### src/rtl/ps2_keyboard_rx.sv
// PS/2 device-to-host receiver: synchronises and filters the PS/2 lines, deframes
// 11-bit frames and holds the last good scan code for the IO decoder.
//
//   state    | meaning
//   S_IDLE   | waiting for a start bit (data 0 on a filtered clock fall)
//   S_DATA   | shifting in d0..d7, LSB first
//   S_PARITY | capturing the odd-parity bit
//   S_STOP   | checking the stop bit and publishing the byte or an error
module ps2_keyboard_rx #(
  parameter int FILTER_LEN     = 8,
  parameter int TIMEOUT_CYCLES = 50000
) (
  input  logic       clock,
  input  logic       reset,
  input  logic       ps2_clk,
  input  logic       ps2_data,
  output logic [7:0] io_data,
  output logic       data_valid,
  output logic       parity_error,
  output logic       framing_error
);

  localparam int TW = (TIMEOUT_CYCLES > 2) ? $clog2(TIMEOUT_CYCLES) : 1;
  localparam logic [TW-1:0] TO_LAST = TW'(TIMEOUT_CYCLES - 1);

  typedef enum logic [1:0] {
    S_IDLE   = 2'd0,
    S_DATA   = 2'd1,
    S_PARITY = 2'd2,
    S_STOP   = 2'd3
  } state_t;

  state_t                r_state;
  state_t                w_state_nxt;
  logic [1:0]            r_clk_sync;
  logic [1:0]            r_data_sync;
  logic [FILTER_LEN-1:0] r_filt;
  logic                  r_clk_filt;
  logic [7:0]            r_shift;
  logic [2:0]            r_bit_cnt;
  logic                  r_parity_ok;
  logic [TW-1:0]         r_to_cnt;

  logic w_sample;
  logic w_bit;
  logic w_start;
  logic w_shift_en;
  logic w_parity_en;
  logic w_load;
  logic w_perr;
  logic w_ferr;
  logic w_timeout;

  // Reset to all ones so releasing reset never looks like a clock fall.
  always_ff @(posedge clock or negedge reset) begin
    if (!reset) begin
      r_clk_sync  <= 2'b11;
      r_data_sync <= 2'b11;
      r_filt      <= '1;
      r_clk_filt  <= 1'b1;
    end else begin
      r_clk_sync  <= {r_clk_sync[0], ps2_clk};
      r_data_sync <= {r_data_sync[0], ps2_data};
      r_filt      <= {r_filt[FILTER_LEN-2:0], r_clk_sync[1]};
      if (r_filt == '0)
        r_clk_filt <= 1'b0;
      else if (r_filt == '1)
        r_clk_filt <= 1'b1;
    end
  end

  assign w_sample = r_clk_filt && (r_filt == '0);
  assign w_bit    = r_data_sync[1];

  always_ff @(posedge clock or negedge reset) begin
    if (!reset)
      r_state <= S_IDLE;
    else
      r_state <= w_state_nxt;
  end

  always_comb begin
    w_state_nxt = r_state;
    w_start     = 1'b0;
    w_shift_en  = 1'b0;
    w_parity_en = 1'b0;
    w_load      = 1'b0;
    w_perr      = 1'b0;
    w_ferr      = 1'b0;
    // A sample event in the same cycle always beats the timeout.
    w_timeout   = (r_state != S_IDLE) && (r_to_cnt == TO_LAST) && !w_sample;
    case (r_state)
      S_IDLE: begin
        if (w_sample && !w_bit) begin
          w_start     = 1'b1;
          w_state_nxt = S_DATA;
        end
      end
      S_DATA: begin
        if (w_sample) begin
          w_shift_en = 1'b1;
          if (r_bit_cnt == 3'd7)
            w_state_nxt = S_PARITY;
        end
      end
      S_PARITY: begin
        if (w_sample) begin
          w_parity_en = 1'b1;
          w_state_nxt = S_STOP;
        end
      end
      S_STOP: begin
        if (w_sample) begin
          w_state_nxt = S_IDLE;
          if (!w_bit)
            w_ferr = 1'b1;
          else if (r_parity_ok)
            w_load = 1'b1;
          else
            w_perr = 1'b1;
        end
      end
      default: w_state_nxt = S_IDLE;
    endcase
    if (w_timeout) begin
      w_state_nxt = S_IDLE;
      w_ferr      = 1'b1;
    end
  end

  always_ff @(posedge clock or negedge reset) begin
    if (!reset) begin
      r_shift     <= 8'h00;
      r_bit_cnt   <= 3'd0;
      r_parity_ok <= 1'b0;
      r_to_cnt    <= '0;
    end else begin
      if (w_start) begin
        r_shift   <= 8'h00;
        r_bit_cnt <= 3'd0;
      end else if (w_shift_en) begin
        r_shift   <= {w_bit, r_shift[7:1]};
        r_bit_cnt <= r_bit_cnt + 3'd1;
      end
      if (w_parity_en)
        r_parity_ok <= ^{r_shift, w_bit};
      if (w_sample || w_timeout || (r_state == S_IDLE))
        r_to_cnt <= '0;
      else
        r_to_cnt <= r_to_cnt + 1'b1;
    end
  end

  always_ff @(posedge clock or negedge reset) begin
    if (!reset) begin
      io_data       <= 8'h00;
      data_valid    <= 1'b0;
      parity_error  <= 1'b0;
      framing_error <= 1'b0;
    end else begin
      if (w_load)
        io_data <= r_shift;
      data_valid    <= w_load;
      parity_error  <= w_perr;
      framing_error <= w_ferr;
    end
  end

endmodule

### config.mk
export PLATFORM = sky130hd
export DESIGN_NAME = ps2_keyboard_rx
export DESIGN_NICKNAME = d
export VERILOG_FILES = /design/src/rtl/ps2_keyboard_rx.sv
export SDC_FILE = /design/constraint.sdc
export NUM_CORES = 1
export LEC_CHECK = 0
export CAP_MARGIN = 20
export CORE_ASPECT_RATIO = 1.2
export CORE_MARGIN = 1
export CORE_UTILIZATION = 25
export DETAILED_ROUTE_END_ITERATION = 8
export HOLD_SLACK_MARGIN = 0.06
export PLACE_DENSITY = 0.39
export SLEW_MARGIN = 20
export SYNTH_ARGS = -nofsm -noshare
export SYNTH_HDL_FRONTEND = slang
export SYNTH_SLANG_ARGS = --single-unit
### constraint.sdc
create_clock -name clock -period 2.4 [get_ports clock]
set_input_delay 0.48 -clock clock [delete_from_list [all_inputs] [get_ports clock]]
set_output_delay 0.48 -clock clock [all_outputs]
set_load 0.01 [all_outputs]
Word-level counts from Yosys, hierarchy flattened
Index checks and enable logic that the tools add are counted.
{"block": "op_classes", "n_addsub": 2, "mul": 0, "n_div": 0, "order_cmp": 0, "eq_ne": 11, "shift": 0, "mux": 31, "bitwise": 0, "reduce_logical": 15}
{"op": "$mux 1", "count": 19}
{"op": "$add 16x1->16 const B", "count": 1}
{"op": "$eq 16x16->1 const B", "count": 1}
{"op": "$mux 16", "count": 1}
{"op": "$mux 8", "count": 2}
{"op": "$ne 3x3->1 const B", "count": 5}
{"op": "$mux 2", "count": 6}
{"op": "$reduce_xor 9->1", "count": 1}
{"op": "$eq 8x8->1 const B", "count": 1}
{"op": "$logic_not 8->1", "count": 1}
{"op": "$pmux 2 s4", "count": 1}
{"op": "$mux 3", "count": 2}
{"op": "$reduce_bool 2->1", "count": 3}
{"op": "$reduce_and 5->1", "count": 1}
{"op": "$eq 2x2->1 const B", "count": 2}
{"op": "$logic_and 1x1->1", "count": 4}
{"op": "$add 3x1->3 const B", "count": 1}
{"op": "$eq 3x3->1 const B", "count": 1}
{"op": "$eq 2x1->1 const B", "count": 1}
{"op": "$logic_not 1->1", "count": 2}
{"op": "$logic_not 2->1", "count": 1}
{"op": "$logic_or 1x1->1", "count": 2}
{"block": "word_totals", "reg_bits": 54, "latchBits": 0, "ram_bits": 0, "mem_bits_ro": 0, "in_bits": 4, "out_inout_bits": 11, "n_memories": 0}

Longest topological paths before layout
Gate-level depths: netlist (run 1).
{"block": "logic_depth", "ltp_word": 7, "mapped_depth": 8, "mapped_depth_nobuf": 7}

Worst setup path after synthesis (run 1)
OpenSTA, ideal clock, no wires.
{"block": "synth_timing", "path_type": "register to register", "startpoint": "register r_filt[5]", "endpoint": "register io_data[0]", "setup_time_ns": 0.125, "arrival_ns": 1.745, "slack_ns": 0.530, "stages_incl_launch_ff": 5, "path_buffers": 0, "period_less_slack_ns": 1.870, "path_cell_list": "dfstp_2 or4_4 nor3_4 nand4_4 mux2_2"}
{"block": "synth_via", "elab_chain_cells": 4}
{"element": "start: declaration", "line_no": "37", "source": "logic [FILTER_LEN-1:0] r_filt;"}
{"element": "start signal: assignment", "line_no": "64", "source": "r_filt <= {r_filt[FILTER_LEN-2:0], r_clk_sync[1]};"}
{"element": "$logic_not 8->1", "line_no": "72", "source": "assign w_sample = r_clk_filt && (r_filt == '0);"}
{"element": "$logic_and 1x1->1", "line_no": "72"}
{"element": "$mux 1", "line_no": "113", "source": "if (w_sample) begin"}
{"element": "$mux 1", "line_no": "92", "source": "case (r_state)"}
{"element": "end signal: assignment", "line_no": "162", "source": "io_data <= r_shift;"}
{"element": "end: declaration", "line_no": "17", "source": "output logic [7:0] io_data,"}
No other way between the ends.
A chain may end at the register's enable or synchronous reset.

Worst setup path after layout (run 1)
{"block": "layout_timing", "startpoint": "register r_filt[5]", "endpoint": "register r_state[0]"}
{"block": "layout_via", "elab_chain_cells": 6}
{"element": "$logic_not 8->1 (*)", "line_no": "72"}
{"element": "$logic_and 1x1->1 (*)", "line_no": "72"}
{"element": "$logic_not 1->1", "line_no": "91", "source": "w_timeout = (r_state != S_IDLE) && (r_to_cnt == TO_LAST) && !w_sample;"}
{"element": "$logic_and 1x1->1", "line_no": "91"}
{"element": "$ne 3x3->1 (no source line)"}
{"element": "$reduce_and 5->1 (no source line)"}
{"element": "end signal: assignment", "line_no": "79", "source": "r_state <= w_state_nxt;"}
{"element": "end: declaration", "line_no": "33", "source": "state_t r_state;"}
Mark *: on every way between the ends. The rest lies on a longest branch, timed or not.

==> key figures, run 1 <==
Floorplanning
  • FP Rows: 37
  • Die Width: between 80 and 90 µm
  • Initial core utilization: a little over a quarter
  • Chip height: ~110 µm
  • I/O pins: 15
  • Die ar.: about 9500 µm²
  • Core ar.: between 8000 and 9000 µm²

Timing
  • Final setup viols: 0
  • Worst Tran Pin Value: ~510 ps
  • Worst rel slew slack: 66.2%
  • Pins Over Slew Limit: 0
  • Worst setup margin: around 350 ps
  • Clock Skews: 8.97 ps
  • Hold slack: about 140 ps
  • Period utilization: 85.6%
  • RSZ-0062 raised after global routing: false
  • Tmin final: between 2000 and 2500 ps
  • Achievable Freq: roughly 500 MHz
  • Fin. Hold Viols: 0
  • Total negative slack: 0 ps

Setup path
  • Setup crit start kind: register
  • Slowest stage delay, CP: about 550 ps
  • Critical Path RT: between 2000 and 3000 ps
  • Crit path max-delay cell type: or4_4
  • Critical path class: register to register
  • Cell Chain, Critical Path: or4_4 > nor3_4 > a21oi_1 > a211oi_1
  • Crit-path max FO: 9
  • Worst Setup End Kind: register
  • Worst EP arrival: roughly 2300 ps

Status
  • Status: completed

Layout
  • Layout area overhead: 16.8%
  • N_diodes: 0
  • Final nets: between 200 and 250
  • Finished Cell Area: ~2700 µm²
  • Share of cells above drive strength 1: between 10% and 20%

Clock network
  • Clock Tree Buf Depth: 2
  • CTS root buffer: clkbuf_8
  • Cts bufs inserted: 5
  • Hold-fix buffers, CTS: 0
  • Clk_lat worst skew: approximately 300 ps
  • Setup bufs post-CTS: 0
  • CTS tree: built
  • H-tree depth: 2
  • Post-cts resize count: 0
  • Clock sink count: 54
  • Reg clk slew, reported paths: around 90 ps

Synthesis
  • Simple-Gate Fraction of Synth Area: between 10% and 20%
  • Ys Warns: 0
  • Adder-Cell Fraction of Synth Area: ~3.8%
  • Synth Area in Compound Gates: around 5.7%
  • Post-synth EDFFs: 0
  • Synth Register Bits: 54
  • Async set-or-reset flop fraction in the synthesized netlist: between 90% and 100%
  • Cells after Synth: between 150 and 200
  • Seq/Total Area, Yosys: roughly three fifths
  • Commonest cells in the netlist: dfrtp_1 (41), nor2_1 (23), dfstp_2 (13), xnor2_1 (11), xor2_1 (11)
  • Multiplexer share of the synthesized area: around 4.9%
  • XOR/XNOR Fraction of Synth Area: under 10%
  • Area leader, netlist: dfrtp_1
  • Yosys top cell area share: between 40% and 50%
  • Net count after synthesis: 193
  • Primary FF master, synth: dfrtp_1
  • Most frequent cell after synthesis: dfrtp_1
  • Average size of a mapped cell: between 10 and 15 µm²
  • Netlist cell types: 35
  • Synth Cell Area: 2290 µm²
  • Largest family of logic cells by synthesized area: simple AND/OR/NAND/NOR gates
  • Area contributors post-synth: dfrtp_1 (45%), dfstp_2 (15%), mux2_2 (4.4%)

Detailed routing
  • Drt via density: 4.29
  • DR iter-0 viols: 56
  • Post-route DRC: 0
  • Routed Wire Length: between 4000 and 5000 µm
  • Antenna-violating nets left: 0
  • Routed via count: between 1000 and 1500
  • DRT met1 WL: ~2000 µm
  • Routed len/inst: approximately 13 µm
  • First-pass detailed-route iteration total: 4
  • Met3 WL: between 100 and 150 µm
  • Max layer used: met4
  • Met2 Wirelength: about 1900 µm

Global routing
  • Largest net degree at the start of global routing: 34
  • GR Util All Layers: 9.86%
  • Number of global-route vias before repair: 1459
  • First-pass GRT wire length: roughly 7100 µm
  • Initial antenna violation count: 0
  • GRT overflow: 0

Min path
  • Worst hold path class: input port to async pin

Placed design
  • Cell Area, Placed: 2590 µm²
  • I/O Buffers: 14
  • DP HPWL: ~2700 µm
  • Dpl ws: around 310 ps
  • Placer Congestion: 0.742

Power
  • Maximum VDD drop: ~0.29 mV
  • Pleak: roughly 1.2 nW
  • Power Total: between 1.5 and 2 mW
  • PD cells: 711 nW/µm²

Flow run
  • MaxCap Viol Count: 0
==> area by class of cell <==
class | count | area (µm²)
multi-input combinational | 120 | 890
inverter | 6 | 22.5
timing repair buffer | 16 | 163
sequential | 54 | 1370
clock inverter | 3 | 16.3
tap | 117 | 146
clock buffer | 5 | 68.8
fill | 893 | 6080
==> flip-flops by register name, summed over array words and instances (netlist names), 2 cells and up <==
signal,flops
r_filt,8
r_shift,8
r_clk_sync,2
r_bit_cnt,3
r_data_sync,2
r_to_cnt,16
r_state,2
io_data,8
==> logic make-up (layout without fill, tap and decap cells) <==
logic type,after synthesis,in the layout
buffers and inverters,8,30
adder cells (fa/ha/maj),7,7
XOR/XNOR,22,22
AO/OA/AOI/OAI,17,17
AND/OR/NAND/NOR,64,64
multiplexers,10,10
flip-flops,54,54
==> report_power, final <==
group / internal (mW) / switching (mW) / leakage, nW / total [mW]
registers: 0.985 / 0.0573 / 0.699 / 1.04
logic: 0.150 / 0.216 / 0.457 / 0.366
clock network: 0.201 / 0.292 / 0.0416 / 0.493
==> per-stage QoR <==
stage                     std cells  util [%]
after floorplan                 182         -
after global placement          313      29.6
after detailed placement        313      29.6
after CTS                       321      30.6
after global routing            321      30.6
final                           321      30.6
==> worst paths after layout <==
path | start | to | slack [ps] | depth (start not counted)
max in group asynchronous | reset | r_bit_cnt[1] | 1710 | 2
max reg2reg | r_filt[5] | r_state[0] | 350 | 4
max | r_filt[5] | r_state[0] | 350 | 4
min | reset | r_to_cnt[0] | 140 | 1
min in group clock | r_clk_sync[0] | r_clk_sync[1] | 360 | 0
min reg2reg | r_clk_sync[0] | r_clk_sync[1] | 360 | 0
==> per-layer routing <==
metal | vias to the layer above | GRT usage [%]
li1 | 673 | -
met1 | 678 | 13.0
met2 | 17 | 15.5
met3 | 8 | 2.54
met4 | 0 | 3.40
met5 | - | 0
==> cell usage in the layout, fill, tap and decap left out, types with 2 or more instances in the layout <==
master	Yosys	routed
dfrtp_1	41	41
nor2_1	23	23
clkdlybuf4s50_1	0	13
dfstp_2	13	13
xor2_1	11	11
xnor2_1	11	11
nand2_1	10	10
a22o_1	9	9
mux2_2	9	9
ha_1	7	7
inv_1	6	6
nand4_1	5	5
clkbuf_8	0	5
nand3_1	4	4
and4_1	4	4
nor3_1	4	4
a21oi_1	3	3
nor4_1	2	2
nor2b_1	2	2
==> worst max-delay path, delay by kind of cell, from the launching register on <==
family          cells  cell delay [ps]
simple gates        2              990
flops               1              390
compound gates      2              570
(Power assumes the default switching activity.)
==> inputs of run 2 (changes only) <==
--- a/config.mk
+++ b/config.mk
@@ -10,7 +10,9 @@
 export CORE_MARGIN = 1
 export CORE_UTILIZATION = 25
 export DETAILED_ROUTE_END_ITERATION = 8
+export GPL_TIMING_DRIVEN = 0
 export HOLD_SLACK_MARGIN = 0.06
+export MAX_ROUTING_LAYER = met4
 export PLACE_DENSITY = 0.39
 export SLEW_MARGIN = 20
 export SYNTH_ARGS = -nofsm -noshare
==> key figures, run 2 (synthesized netlist as in run 1, its figures left out) <==
Clock network
  • H-tree depth: 2
  • Clock sink count: 54
  • Post-cts resize count: 0
  • Clock Tree Buf Depth: 2
  • CTS root buffer: clkbuf_8
  • Setup bufs post-CTS: 0
  • Hold-fix buffers, CTS: 0
  • Reg clk slew, reported paths: 100 ps
  • Cts bufs inserted: 5
  • Clk_lat worst skew: ~310 ps
  • CTS tree: built

Timing
  • Tmin final: ~2100 ps
  • Pins Over Slew Limit: 0
  • Worst Tran Pin Value: 670 ps
  • Clock Skews: approximately 9.7 ps
  • Worst rel slew slack: ~55%
  • Final setup viols: 0
  • Total negative slack: 0 ps
  • Hold slack: 208 ps
  • Achievable Freq: around 470 MHz
  • Period utilization: about nine tenths
  • RSZ-0062 raised after global routing: false
  • Fin. Hold Viols: 0

Placed design
  • I/O Buffers: 14
  • DP HPWL: about 2600 µm
  • Placer Congestion: roughly 0.71

Detailed routing
  • Routed len/inst: ~12 µm
  • First-pass detailed-route iteration total: 6
  • Post-route DRC: 0
  • Routed via count: 1360
  • Routed Wire Length: a little under 4000 µm
  • Drt via density: around 4.2
  • Antenna-violating nets left: 0
  • DR iter-0 viols: 46

Layout
  • Largest register FFs: 16
  • Commonest non-fill, non-tap cells in the layout: dfrtp_1 (41), nor2_1 (23), clkdlybuf4s50_1 (13), dfstp_2 (13)
  • Largest reg by FF count: r_to_cnt
  • Fillers: 913
  • Final nets: 214
  • Util after Layout: a little under a third
  • Share of cells above drive strength 1: around a fifth
  • Commonest non-fill, non-tap cell in the layout: dfrtp_1
  • Layout area overhead: 16.7%
  • N_diodes: 0

Setup path
  • Critical path class: register to register
  • Slowest stage delay, CP: 670 ps
  • FF-to-FF End: r_to_cnt[12]
  • Worst R2R Setup Slack: between 200 and 300 ps
  • Cell Chain, Critical Path: or4b_2 > nor4_1 > nand4_1 > nand2_1 > buf_2 > nor2_1
  • Critical Path RT: about 2600 ps
  • Crit-path max FO: 10
  • FF-to-FF Start: r_to_cnt[5]
  • Worst EP arrival: approximately 2300 ps
  • Cell count of the worst reg-to-reg path: 6
  • Crit path max-delay cell type: or4b_2
  • Setup crit start kind: register
  • Worst Setup End Kind: register

Global routing
  • Number of global-route vias before repair: roughly 1500
  • GRT overflow: 0
  • First-pass GRT wire length: between 6000 and 7000 µm
  • Largest net degree at the start of global routing: 55
  • GR Util All Layers: under 10%
  • Initial antenna violation count: 0

Flow run
  • MaxCap Viol Count: 0

Floorplanning
  • FP Rows: 37
  • I/O pins: 15
  • Die ar.: 9540 µm²
  • Chip height: around 110 µm
  • Core ar.: between 8000 and 9000 µm²
  • Initial core utilization: 26.2%
  • Die Width: 89.3 µm

Min path
  • Worst hold path class: input port to async pin

Power
  • PD cells: 720 nW/µm²
  • Maximum VDD drop: ~0.36 mV
  • Pleak: 1.20 nW

Status
  • Status: completed
==> run 2: changes by cell type in the layout (fill, tap and decap cells not counted), sizes merged <==
cell    delta
clkbuf     +2
clkinv     -2
buf        -1
inv        +1
==> run 2: per-stage QoR <==
| step | std cells | total power, mW | cell area (µm²) | setup slack (ps) |
|---|---|---|---|---|
| final | 321 | 1.92 | 2670 | 261 |
| after global routing | 321 | 2.07 | 2670 | 72.0 |
| after CTS | 321 | 1.99 | 2670 | 168 |
| after detailed placement | 313 | 1.42 | 2570 | 195 |
| after global placement | 313 | 1.42 | 2570 | -931 |
| after floorplan | 182 | 1.32 | 2290 | 530 |
==> run 2: cell type report <==
type	instances	area, µm²	share of cell area [%]
Buffer	2	8.76	0.328
Clock buffer	6	82.6	3.09
Clock inverter	2	16.3	0.609
Inverter	6	22.5	0.843
Multi-Input combinational cell	120	890	33.3
Sequential cell	54	1370	51.2
Tap cell	117	146	5.48
Timing Repair Buffer	14	138	5.15
==> run 2: metal layers <==
| layer | GRT usage [%] | part of all wire, % |
|---|---|---|
| met1 | 10.9 | 46 |
| met2 | 16.4 | 50 |
| met3 | 2.54 | 2.4 |
| met4 | 3.74 | 1.8 |
| met5 | - | 0 |
==> run 2: worst max-delay path by stage <==
stage	from	end	slack [ps]	cells after the start
global route	r_state[0]	r_to_cnt[7]	70	8
CTS	r_to_cnt[5]	r_to_cnt[12]	170	6
finish	r_to_cnt[5]	r_to_cnt[12]	260	6
detailed placement	r_to_cnt[5]	r_to_cnt[14]	190	6
floorplan	r_filt[5]	io_data[0]	530	4
global placement	reset	r_to_cnt[12]	-930	1
==> run 2: report_power, final <==
part	switching, mW	internal [mW]
sequential	0.0538	0.985
combinational	0.208	0.141
clock	0.298	0.238
total	0.559	1.36
==> run 2: worst max-delay path, delay by kind of cell (launching register included) <==
kind	cells	cell delay (ps)
buffers and inverters	1	260
DFF	1	420
and+or+nand+nor	5	1350
